### src/rtl/dea_frame_tx_if.sv
// Bus between the result-buffer writer / frame requester and the DEA frame transmitter.
// The master side writes the payload buffer and requests frames; the slave is the transmitter.
interface dea_frame_tx_if;
  logic       Wr_En;
  logic [7:0] Wr_Addr;
  logic [7:0] Wr_Data;
  logic       Start;
  logic [7:0] Length;
  logic       Busy;
  logic       Done;
  logic       Tx;

  modport master (
    output Wr_En, Wr_Addr, Wr_Data, Start, Length,
    input  Busy, Done, Tx
  );

  modport slave (
    input  Wr_En, Wr_Addr, Wr_Data, Start, Length,
    output Busy, Done, Tx
  );
endinterface

### src/rtl/dea_frame_tx.sv
// UART transmit end of the DEA byte protocol: buffers result bytes and, on Start,
// sends a length-prefixed 8N1 frame (length byte, then payload bytes) on Tx.
module dea_frame_tx #(
  parameter int             N     = 14,
  parameter logic [N-1:0]   M     = 14'd9999,
  parameter int             DEPTH = 100
) (
  input  logic              Clk_100M,
  input  logic              Reset,
  dea_frame_tx_if.slave     bus,
  output logic [1:0]        dbg_state_o
);

  // Handshake: Start/Length are sampled on any rising edge where the FSM is IDLE;
  // Busy is high for the whole frame and Done pulses for one cycle on completion
  // (or immediately for a zero-length request). Start while Busy is dropped.

  localparam int           AW      = (DEPTH > 1) ? $clog2(DEPTH) : 1;
  localparam logic [7:0]   DEPTH_B = 8'(DEPTH);
  localparam logic [N-1:0] CNT_ONE = {{(N-1){1'b0}}, 1'b1};

  typedef enum logic [1:0] {
    S_IDLE      = 2'd0,
    S_START_BIT = 2'd1,
    S_DATA_BITS = 2'd2,
    S_STOP_BIT  = 2'd3
  } state_e;

  state_e       state_q, state_d;
  logic [N-1:0] cnt_q, cnt_d;
  logic [2:0]   bit_q, bit_d;
  logic [7:0]   shift_q, shift_d;
  logic [7:0]   idx_q, idx_d;
  logic [7:0]   len_q, len_d;
  logic         tx_q, tx_d;
  logic         busy_q, busy_d;
  logic         done_q, done_d;

  logic [7:0]   buf_q [DEPTH];

  logic [7:0]   len_c;
  logic         bit_end;
  logic         wr_ok;

  assign len_c   = (bus.Length > DEPTH_B) ? DEPTH_B : bus.Length;
  assign bit_end = (cnt_q == M);
  // Busy freezes the buffer so the frame content cannot change underneath the sender.
  assign wr_ok   = bus.Wr_En && !busy_q && (bus.Wr_Addr < DEPTH_B);

  always_ff @(posedge Clk_100M) begin
    if (wr_ok) begin
      buf_q[bus.Wr_Addr[AW-1:0]] <= bus.Wr_Data;
    end
  end

  always_ff @(posedge Clk_100M) begin
    if (Reset) begin
      state_q <= S_IDLE;
      cnt_q   <= '0;
      bit_q   <= '0;
      shift_q <= '0;
      idx_q   <= '0;
      len_q   <= '0;
      tx_q    <= 1'b1;
      busy_q  <= 1'b0;
      done_q  <= 1'b0;
    end else begin
      state_q <= state_d;
      cnt_q   <= cnt_d;
      bit_q   <= bit_d;
      shift_q <= shift_d;
      idx_q   <= idx_d;
      len_q   <= len_d;
      tx_q    <= tx_d;
      busy_q  <= busy_d;
      done_q  <= done_d;
    end
  end

  always_comb begin
    state_d = state_q;
    cnt_d   = cnt_q;
    bit_d   = bit_q;
    shift_d = shift_q;
    idx_d   = idx_q;
    len_d   = len_q;
    tx_d    = tx_q;
    busy_d  = busy_q;
    done_d  = 1'b0;

    case (state_q)
      S_IDLE: begin
        cnt_d  = '0;
        tx_d   = 1'b1;
        busy_d = 1'b0;
        if (bus.Start) begin
          if (len_c == 8'd0) begin
            done_d = 1'b1;
          end else begin
            state_d = S_START_BIT;
            shift_d = len_c;
            len_d   = len_c;
            idx_d   = 8'd0;
            tx_d    = 1'b0;
            busy_d  = 1'b1;
          end
        end
      end

      S_START_BIT: begin
        cnt_d = bit_end ? '0 : cnt_q + CNT_ONE;
        if (bit_end) begin
          state_d = S_DATA_BITS;
          bit_d   = 3'd0;
          tx_d    = shift_q[0];
        end
      end

      S_DATA_BITS: begin
        cnt_d = bit_end ? '0 : cnt_q + CNT_ONE;
        if (bit_end) begin
          if (bit_q == 3'd7) begin
            state_d = S_STOP_BIT;
            tx_d    = 1'b1;
          end else begin
            bit_d   = bit_q + 3'd1;
            shift_d = {1'b0, shift_q[7:1]};
            tx_d    = shift_q[1];
          end
        end
      end

      S_STOP_BIT: begin
        cnt_d = bit_end ? '0 : cnt_q + CNT_ONE;
        if (bit_end) begin
          // Next payload byte follows the stop bit directly, with no idle gap.
          if (idx_q < len_q) begin
            state_d = S_START_BIT;
            shift_d = buf_q[idx_q[AW-1:0]];
            idx_d   = idx_q + 8'd1;
            tx_d    = 1'b0;
          end else begin
            state_d = S_IDLE;
            busy_d  = 1'b0;
            done_d  = 1'b1;
            tx_d    = 1'b1;
          end
        end
      end

      default: begin
        state_d = S_IDLE;
        tx_d    = 1'b1;
        busy_d  = 1'b0;
      end
    endcase
  end

  assign bus.Tx      = tx_q;
  assign bus.Busy    = busy_q;
  assign bus.Done    = done_q;
  assign dbg_state_o = state_q;

endmodule

### src/flat_wrapper.sv
// flat-port wrapper written by rule: the top's interface ports become plain ports
module dea_frame_tx_flat 
#(
  parameter int             N     = 14,
  parameter logic [N-1:0]   M     = 14'd9999,
  parameter int             DEPTH = 100
)
  (Clk_100M, Reset, dbg_state_o, bus_Wr_En, bus_Wr_Addr, bus_Wr_Data, bus_Start, bus_Length, bus_Busy, bus_Done, bus_Tx);
  dea_frame_tx_if bus_i ();
  input  logic Clk_100M;
  input  logic Reset;
  output logic [1:0] dbg_state_o;
  input wire logic [$bits(bus_i.Wr_En)-1:0] bus_Wr_En;
  input wire logic [$bits(bus_i.Wr_Addr)-1:0] bus_Wr_Addr;
  input wire logic [$bits(bus_i.Wr_Data)-1:0] bus_Wr_Data;
  input wire logic [$bits(bus_i.Start)-1:0] bus_Start;
  input wire logic [$bits(bus_i.Length)-1:0] bus_Length;
  output wire logic [$bits(bus_i.Busy)-1:0] bus_Busy;
  output wire logic [$bits(bus_i.Done)-1:0] bus_Done;
  output wire logic [$bits(bus_i.Tx)-1:0] bus_Tx;
  assign bus_i.Wr_En = bus_Wr_En;
  assign bus_i.Wr_Addr = bus_Wr_Addr;
  assign bus_i.Wr_Data = bus_Wr_Data;
  assign bus_i.Start = bus_Start;
  assign bus_i.Length = bus_Length;
  assign bus_Busy = bus_i.Busy;
  assign bus_Done = bus_i.Done;
  assign bus_Tx = bus_i.Tx;
  dea_frame_tx #(.N(N), .M(M), .DEPTH(DEPTH)) u_core (.Clk_100M(Clk_100M), .Reset(Reset), .bus(bus_i), .dbg_state_o(dbg_state_o));
endmodule
### config.mk
export PLATFORM = sky130hd
export DESIGN_NAME = dea_frame_tx_flat
export DESIGN_NICKNAME = d
export VERILOG_FILES = /design/src/rtl/dea_frame_tx_if.sv /design/src/rtl/dea_frame_tx.sv /design/src/flat_wrapper.sv
export SDC_FILE = /design/constraint.sdc
export NUM_CORES = 1
export LEC_CHECK = 0
export CAP_MARGIN = 20
export CORE_UTILIZATION = 35
export DETAILED_ROUTE_END_ITERATION = 10
export PLACE_DENSITY = 0.55
export SYNTH_ARGS = -nofsm -noshare
export SYNTH_HDL_FRONTEND = slang
export SYNTH_SLANG_ARGS = --single-unit
### constraint.sdc
create_clock -name Clk_100M -period 2.5 [get_ports Clk_100M]
set_input_delay 0.25 -clock Clk_100M [delete_from_list [all_inputs] [get_ports Clk_100M]]
set_output_delay 0.25 -clock Clk_100M [all_outputs]
set_load 0.02 [all_outputs]
==> results of run 1 <==
[synthesized netlist by cell type, types with 6 or more instances]
master / instances
sky130_fd_sc_hd__nor3_1: 19
sky130_fd_sc_hd__edfxtp_1: 800
sky130_fd_sc_hd__nand2_1: 68
sky130_fd_sc_hd__ha_1: 17
sky130_fd_sc_hd__mux2_2: 12
sky130_fd_sc_hd__nand4_1: 8
sky130_fd_sc_hd__mux2i_1: 76
sky130_fd_sc_hd__and3_1: 7
sky130_fd_sc_hd__mux4_1: 6
sky130_fd_sc_hd__o22ai_1: 8
sky130_fd_sc_hd__a221oi_1: 6
sky130_fd_sc_hd__buf_6: 12
sky130_fd_sc_hd__xnor2_1: 10
sky130_fd_sc_hd__nor2_1: 169
sky130_fd_sc_hd__buf_2: 14
sky130_fd_sc_hd__o21ai_0: 29
sky130_fd_sc_hd__buf_4: 22
sky130_fd_sc_hd__nor2b_1: 21
sky130_fd_sc_hd__a211oi_1: 28
sky130_fd_sc_hd__clkbuf_1: 37
sky130_fd_sc_hd__a21oi_1: 30
sky130_fd_sc_hd__buf_1: 6
sky130_fd_sc_hd__nand3_1: 36
sky130_fd_sc_hd__inv_1: 24
sky130_fd_sc_hd__dfxtp_1: 53
sky130_fd_sc_hd__xor2_1: 7
sky130_fd_sc_hd__mux4_2: 172
sky130_fd_sc_hd__a31oi_1: 14
sky130_fd_sc_hd__a22oi_1: 29
[sequential cells by signal (all words and copies together), names as in the netlist, named ones only]
signal              count
u_core.bit_q            3
u_core.buf_q          800
u_core.bus.Busy         1
u_core.bus.Done         1
u_core.bus.Tx           1
u_core.cnt_q           14
u_core.dbg_state_o      2
u_core.idx_q            8
u_core.len_q            8
u_core.shift_q          8
[area by class of cell]
cell class | count | area [um^2]
clock inverters | 57 | 614
clock buffers | 103 | 2280
repair buffers | 408 | 3860
flip-flops and latches | 853 | 25100
fillers | 8321 | 54400
multi-input cells | 859 | 8590
diodes | 1 | 2.50
well taps | 1276 | 1600
inverters | 24 | 91.3
[kinds of logic after synthesis]
family	count (synthesis)
DFF	853
and+or+nand+nor	365
muxes	266
AOI/OAI and AO/OA	194
buffers and inverters	118
xor gates and xnor gates	17
adders and majority gates	17
[worst paths after layout]
path,depth (start not counted),from,slack [ps],endpoint
setup / recovery,9,register,-60,u_core.shift_q[5]
hold / removal,1,bus_Wr_Data[7],70,u_core.buf_q[73][7]
setup reg to reg,9,register,-60,u_core.shift_q[5]
hold reg to reg,2,u_core.len_q[7],460,u_core.len_q[7]
[report_power, final]
part,switching (mW),internal (mW)
Sequential,0.0883,15.7
Clock,5.54,7.69
Combinational,1.04,0.592
Total,6.67,24.0
[layer usage]
layer,GRT usage [%],vias to the layer above,part of all wire [%]
met5,0,-,0
li1,-,8219,-
met4,5.06,0,1.9
met3,2.74,110,6.9
met1,26.7,10119,44
met2,29.7,759,47
[repair_timing]
item                                    4_1_cts  5_1_grt
pin swaps                                    12       17
buffers inserted                             29        8
gates cloned                                  3        0
hold buffers                                  0        0
endpoints found under the setup margin        7       20
resized for setup                            59       41
[critical path, cell delays in order, from the launching register on]
cell,delay [ps]
sky130_fd_sc_hd__dfxtp_4,410
sky130_fd_sc_hd__buf_6,150
sky130_fd_sc_hd__buf_12,150
sky130_fd_sc_hd__buf_12,120
sky130_fd_sc_hd__buf_12,100
sky130_fd_sc_hd__mux4_2,510
sky130_fd_sc_hd__mux4_2,540
sky130_fd_sc_hd__o211ai_1,240
sky130_fd_sc_hd__buf_4,160
sky130_fd_sc_hd__o21ai_1,50
[through the flow]
stage	total power [mW]	setup WS, ps
after floorplan	16.8	152
after global placement	17.6	-384
after detailed placement	17.6	-352
after CTS	30.8	-11.8
after global routing	31.5	-80.2
final	30.7	-59.6
==> impl_summary.log, run 1 <==
[metrics] outcome: finished with violations
[metrics] failing checks: setup timing
[metrics] unrepaired setup endpoints after global routing: true
[metrics] TritonCTS clock tree: yes
[metrics] Clock H-tree levels: 3
[metrics] least setup slack across all paths after layout: -59.6 ps
[metrics] xor/xnor share of the synthesized area: 0.437%
[metrics] wire per inst: 25.5 um
[metrics] PwrDens: 728 nW/um^2
[metrics] arrival time reported for the critical path endpoint: 3120 ps
[metrics] post-synthesis async set-or-reset flop share: 0%
[metrics] most common cell after layout, fill and taps aside: sky130_fd_sc_hd__edfxtp_1
[metrics] Synth Area in Simple Gates: 4.86%
[metrics] type of origin of the critical path: register
[metrics] setup TNS after final layout: -68.0 ps
[metrics] transition time at the pin with the least slew margin: 640 ps
[metrics] category of the most critical setup path: reg -> reg
[metrics] largest net degree at the start of global routing: 73
[metrics] maximum fanout encountered on the critical timing path: 6
[metrics] placeable core area: 96600 um^2
[metrics] number of antenna violations at the first check in global routing: 0
[metrics] final cell utilization of the core: 43.6%
[metrics] Tcrit/Tclk final: 102%
[metrics] maximum buffer depth of the clock tree: 3
[metrics] count of pins over their slew limit: 0
[metrics] clk slew on worst S/H paths: 70 ps
[metrics] number of nets in the synthesized netlist: 1875
[metrics] worst slew margin relative to its limit: 57.3%
[metrics] count of different cell masters after synthesis: 70
[metrics] post-synthesis area per instance: 18.6 um^2
[metrics] antenna viol nets, final: 0
[metrics] share of synthesized cell area in full adder, half adder and majority cells: 0.625%
[metrics] cell area after technology mapping: 34000 um^2
[metrics] vias in the first global route: 19.3k
[metrics] number of placement rows: 114
[metrics] Hold Violations, Final: 0
[metrics] cell type with the highest aggregate area in the netlist: sky130_fd_sc_hd__edfxtp_1
[metrics] placed instance area: 38400 um^2
[metrics] root buffer cell: sky130_fd_sc_hd__clkbuf_16
[metrics] Yosys reg bits: 853
[metrics] Residual DRC: 0
[metrics] CTS Sinks: 853
[metrics] path category of the worst min-delay check: in -> reg
[metrics] gpl congestion: 0.891
[metrics] I/O pins: 33
[metrics] final clock skew: 27.7 ps
[metrics] total via count after detailed routing: 19.2k
[metrics] sum of net half-perimeters after detailed placement: 59300 um
[metrics] Chip Height: 314 um
[metrics] number of standard cells after synthesis: 1830
[metrics] # port buffers: 32
[metrics] count of flip-flops with a built-in enable after synthesis: 800
[metrics] fraction of the yosys area taken by sequential cells: 73.7%
[metrics] main combinational cell family by area after synthesis: multiplexers
[metrics] Total Wirelength: 91300 um
[metrics] dpl cells: 3381
[metrics] worst skew pair latency: 660 ps
[metrics] number of iterations in the first detailed-routing pass: 6
[metrics] GRT Util Overall: 18.6%
[metrics] most used flip-flop cell after synthesis: sky130_fd_sc_hd__edfxtp_1
[metrics] Die Area: 98500 um^2
[metrics] gr ovfl total: 0
[metrics] ratio of cells with drive above 1 in the final layout: 33.4%
[metrics] share of the synthesized area in the top cell type: 70.6%
[metrics] total setup violations reported at the end of the flow: 2
[metrics] number of nets at the end of the flow: 2278
[metrics] cell types occupying the most area after synthesis: sky130_fd_sc_hd__edfxtp_1, sky130_fd_sc_hd__mux4_2, sky130_fd_sc_hd__dfxtp_1
[metrics] type of destination of the critical path: register
[metrics] leakage power: 13.6 nW
[metrics] wire length of the first global-routing pass: 134000 um
[metrics] post-synthesis mux area share: 14.5%
[metrics] Yosys Warn Count: 0
[metrics] compound-gate portion of the synthesized area: 3.93%
[metrics] Req. time, crit path: 3060 ps
[metrics] leading cell types in the layout, fill and taps excluded: sky130_fd_sc_hd__edfxtp_1, sky130_fd_sc_hd__buf_4, sky130_fd_sc_hd__mux4_2
[metrics] Finished Layout Cells: 3581
[metrics] worst hold-check slack: 71.6 ps
[metrics] area delta synth->final: 23.8%
[metrics] effective utilization at floorplan: 35.2%
[metrics] count of routing violations after the opening detailed-route iteration: 1950
[metrics] f_max: 0.391 GHz
[metrics] post-layout min period: 2560 ps
[metrics] # Max-Cap Violations: 0
[metrics] number of buffers created by CTS: 87
[metrics] die width: 314 um
[metrics] via density per instance: 5.36
[metrics] area of all placed cells without fillers: 42100 um^2
[metrics] worst-case vdd ir drop: 523 uV
(Power assumes the default switching activity.)
==> inputs of run 2 (changes only) <==
Settings changed: CAP_MARGIN 20 to not set, CORE_ASPECT_RATIO set to 0.8, CORE_UTILIZATION 35 to 40, PLACE_DENSITY 0.55 to 0.61.
==> run 2 against run 1 <==
The flow finishes with violations (DRC, setup timing). Final cell count down 5.9%. Sequential share of layout area up 1.6 points. Sequential power barely moved. Routed wire length shrank 2.3%. Design area shrank 2.6%. Largest power group unchanged. Global-route usage is 2.2 points higher. First-iteration DRC count grew 19%. Critical path type unchanged. Die area is 12% lower. Register-to-register slack gained 20 ps. Power decreased by 3.2%.
==> impl_summary.log, run 2 (synthesis results as in run 1) <==
[metrics] outcome: finished with violations
[metrics] failing checks: DRC, setup timing
[metrics] leading cell types in the layout, fill and taps excluded: sky130_fd_sc_hd__edfxtp_1, sky130_fd_sc_hd__buf_4, sky130_fd_sc_hd__mux4_2
[metrics] count of pins over their slew limit: 0
[metrics] worst slew margin relative to its limit: 23.6%
[metrics] area of all placed cells without fillers: 41000 um^2
[metrics] final cell utilization of the core: 48.8%
[metrics] CTS Sinks: 853
[metrics] Clock H-tree levels: 3
[metrics] PwrDens: 723 nW/um^2
[metrics] area taken by multi-input logic gates: 8530 um^2
[metrics] final clock skew: 28.2 ps
[metrics] unrepaired setup endpoints after global routing: true
[metrics] placed instance area: 37900 um^2
[metrics] gpl congestion: 0.899
[metrics] Die Area: 86300 um^2
[metrics] maximum fanout encountered on the critical timing path: 6
[metrics] effective utilization at floorplan: 40.4%
[metrics] Tcrit/Tclk final: 102%
[metrics] slack of the worst reg-to-reg path: -40 ps
[metrics] transition time at the pin with the least slew margin: 1130 ps
[metrics] ratio of cells with drive above 1 in the final layout: 30.6%
[metrics] wire length of the first global-routing pass: 131000 um
[metrics] most common cell after layout, fill and taps aside: sky130_fd_sc_hd__edfxtp_1
[metrics] type of destination of the critical path: register
[metrics] maximum buffer depth of the clock tree: 3
[metrics] global-route met1 utilization: 31.1%
[metrics] worst hold-check slack: 53.0 ps
[metrics] Sequential Power Share: 53.3%
[metrics] TritonCTS clock tree: yes
[metrics] flip-flop and latch area: 25100 um^2
[metrics] total via count after detailed routing: 19.0k
[metrics] Finished Layout Cells: 3369
[metrics] GRT Util Overall: 20.9%
[metrics] category of the most critical setup path: reg -> reg
[metrics] number of nets at the end of the flow: 2231
[metrics] flip-flop count of the largest register, all copies and words added: 800
[metrics] global routing usage on met3: 4.44%
[metrics] number of antenna violations at the first check in global routing: 1
[metrics] number of placement rows: 95
[metrics] Total Wirelength: 89300 um
[metrics] Hold Violations, Final: 0
[metrics] wire per inst: 26.5 um
[metrics] Worst setup endpoint: u_core.shift_q[7]
[metrics] area delta synth->final: 20.5%
[metrics] cts hold-fix bufs: 0
[metrics] dpl cells: 3196
[metrics] filler cell count in the final layout: 6925
[metrics] start point of the worst min-delay path: bus_Wr_Data[0]
[metrics] die width: 328 um
[metrics] dpl ws: -578 ps
[metrics] # Max-Cap Violations: 0
[metrics] least setup slack across all paths after layout: -42.8 ps
[metrics] worst skew pair latency: 650 ps
[metrics] vias in the first global route: 19.0k
[metrics] total setup violations reported at the end of the flow: 3
[metrics] f_max: 0.393 GHz
[metrics] count of routing violations after the opening detailed-route iteration: 2318
[metrics] number of buffers created by CTS: 82
[metrics] placeable core area: 84200 um^2
[metrics] Clk pwr share: 41.0%
[metrics] gr ovfl total: 0
[metrics] Req. time, crit path: 3030 ps
[metrics] most utilized layer in the global route result: met1
[metrics] sum of net half-perimeters after detailed placement: 58900 um
[metrics] proportion of total power due to net switching: 21.8%
[metrics] worst-case vdd ir drop: 485 uV
[metrics] number of antenna repair diodes: 0
[metrics] arrival time reported for the critical path endpoint: 3080 ps
[metrics] largest net degree at the start of global routing: 77
[metrics] antenna viol nets, final: 0
[metrics] via density per instance: 5.64
[metrics] post-layout min period: 2540 ps
[metrics] Chip Height: 263 um
[metrics] Crit Reg-Reg Endpoint: u_core.shift_q[7]
[metrics] met2 global-route usage: 30.9%
[metrics] share of total power in combinational logic: 5.7%
[metrics] root buffer cell: sky130_fd_sc_hd__clkbuf_16
[metrics] Residual DRC: 6
[metrics] type of origin of the critical path: register
[metrics] leakage power: 13.2 nW
[metrics] path category of the worst min-delay check: in -> reg
[metrics] Net Sw Power: 6.48 mW
[metrics] number of cells traversed by the worst register-to-register path: 7
[metrics] clk slew on worst S/H paths: 60 ps
[metrics] # port buffers: 32
[metrics] internal power: 23.2 mW
[metrics] I/O pins: 33
[metrics] number of iterations in the first detailed-routing pass: 10
[run 2: final cells by class]
class,instances,share of cell area [%]
inverters,24,0.220
flip-flops and latches,853,61.2
multi-input cells,859,20.8
clock buffers,105,5.36
clock inverters,47,0.988
well taps,1115,3.40
repair buffers,366,8.08
[run 2: routing by layer]
layer / share of wire (%) / vias to the layer above / wire (um)
met4: 2.4 / 0 / 2110
met5: 0 / - / 0
li1: - / 8111 / -
met2: 45 / 827 / 40500
met3: 9.0 / 143 / 8010
met1: 43 / 9931 / 38700
[run 2: repair_timing]
item                                    in CTS  in global routing
buffers inserted                            14                  6
pin swaps                                    5                  8
endpoints found under the setup margin      11                 17
gates cloned                                 1                  2
gates resized for setup                     34                 39
[run 2: through the flow]
step	setup TNS, ps	power (mW)
after detailed placement	-5220	17.7
after CTS	-106	29.8
after global routing	-341	30.6
after global placement	-3480	17.7
final	-67.1	29.7
after floorplan	0	16.8
[run 2: power groups by stage]
stage               registers, mW  logic [mW]  clock network [mW]
global placement             16.1        1.57                   0
CTS                          15.8        1.63                12.4
floorplan                    16.1       0.674                   0
finish                       15.8        1.70                12.2
global route                 15.8        1.83                12.9
detailed placement           16.1        1.61                   0
[run 2: worst min path at each step]
stage | end | depth (start not counted)
2_1_floorplan | u_core.buf_q[0][0] | 0
3_3_place_gp | u_core.cnt_q[0] | 1
4_1_cts | u_core.buf_q[55][0] | 1
6_report | u_core.buf_q[55][0] | 1
5_1_grt | u_core.buf_q[55][0] | 1
3_5_place_dp | u_core.len_q[7] | 2
[run 2: critical path: stages (launching register included)]
cell and delay, ps:
sky130_fd_sc_hd__dfxtp_4 380, sky130_fd_sc_hd__buf_12 170, sky130_fd_sc_hd__buf_8 130, sky130_fd_sc_hd__mux4_2 580, sky130_fd_sc_hd__mux4_2 490, sky130_fd_sc_hd__mux4_2 520
sky130_fd_sc_hd__nor2_1 110, sky130_fd_sc_hd__o21ai_1 70
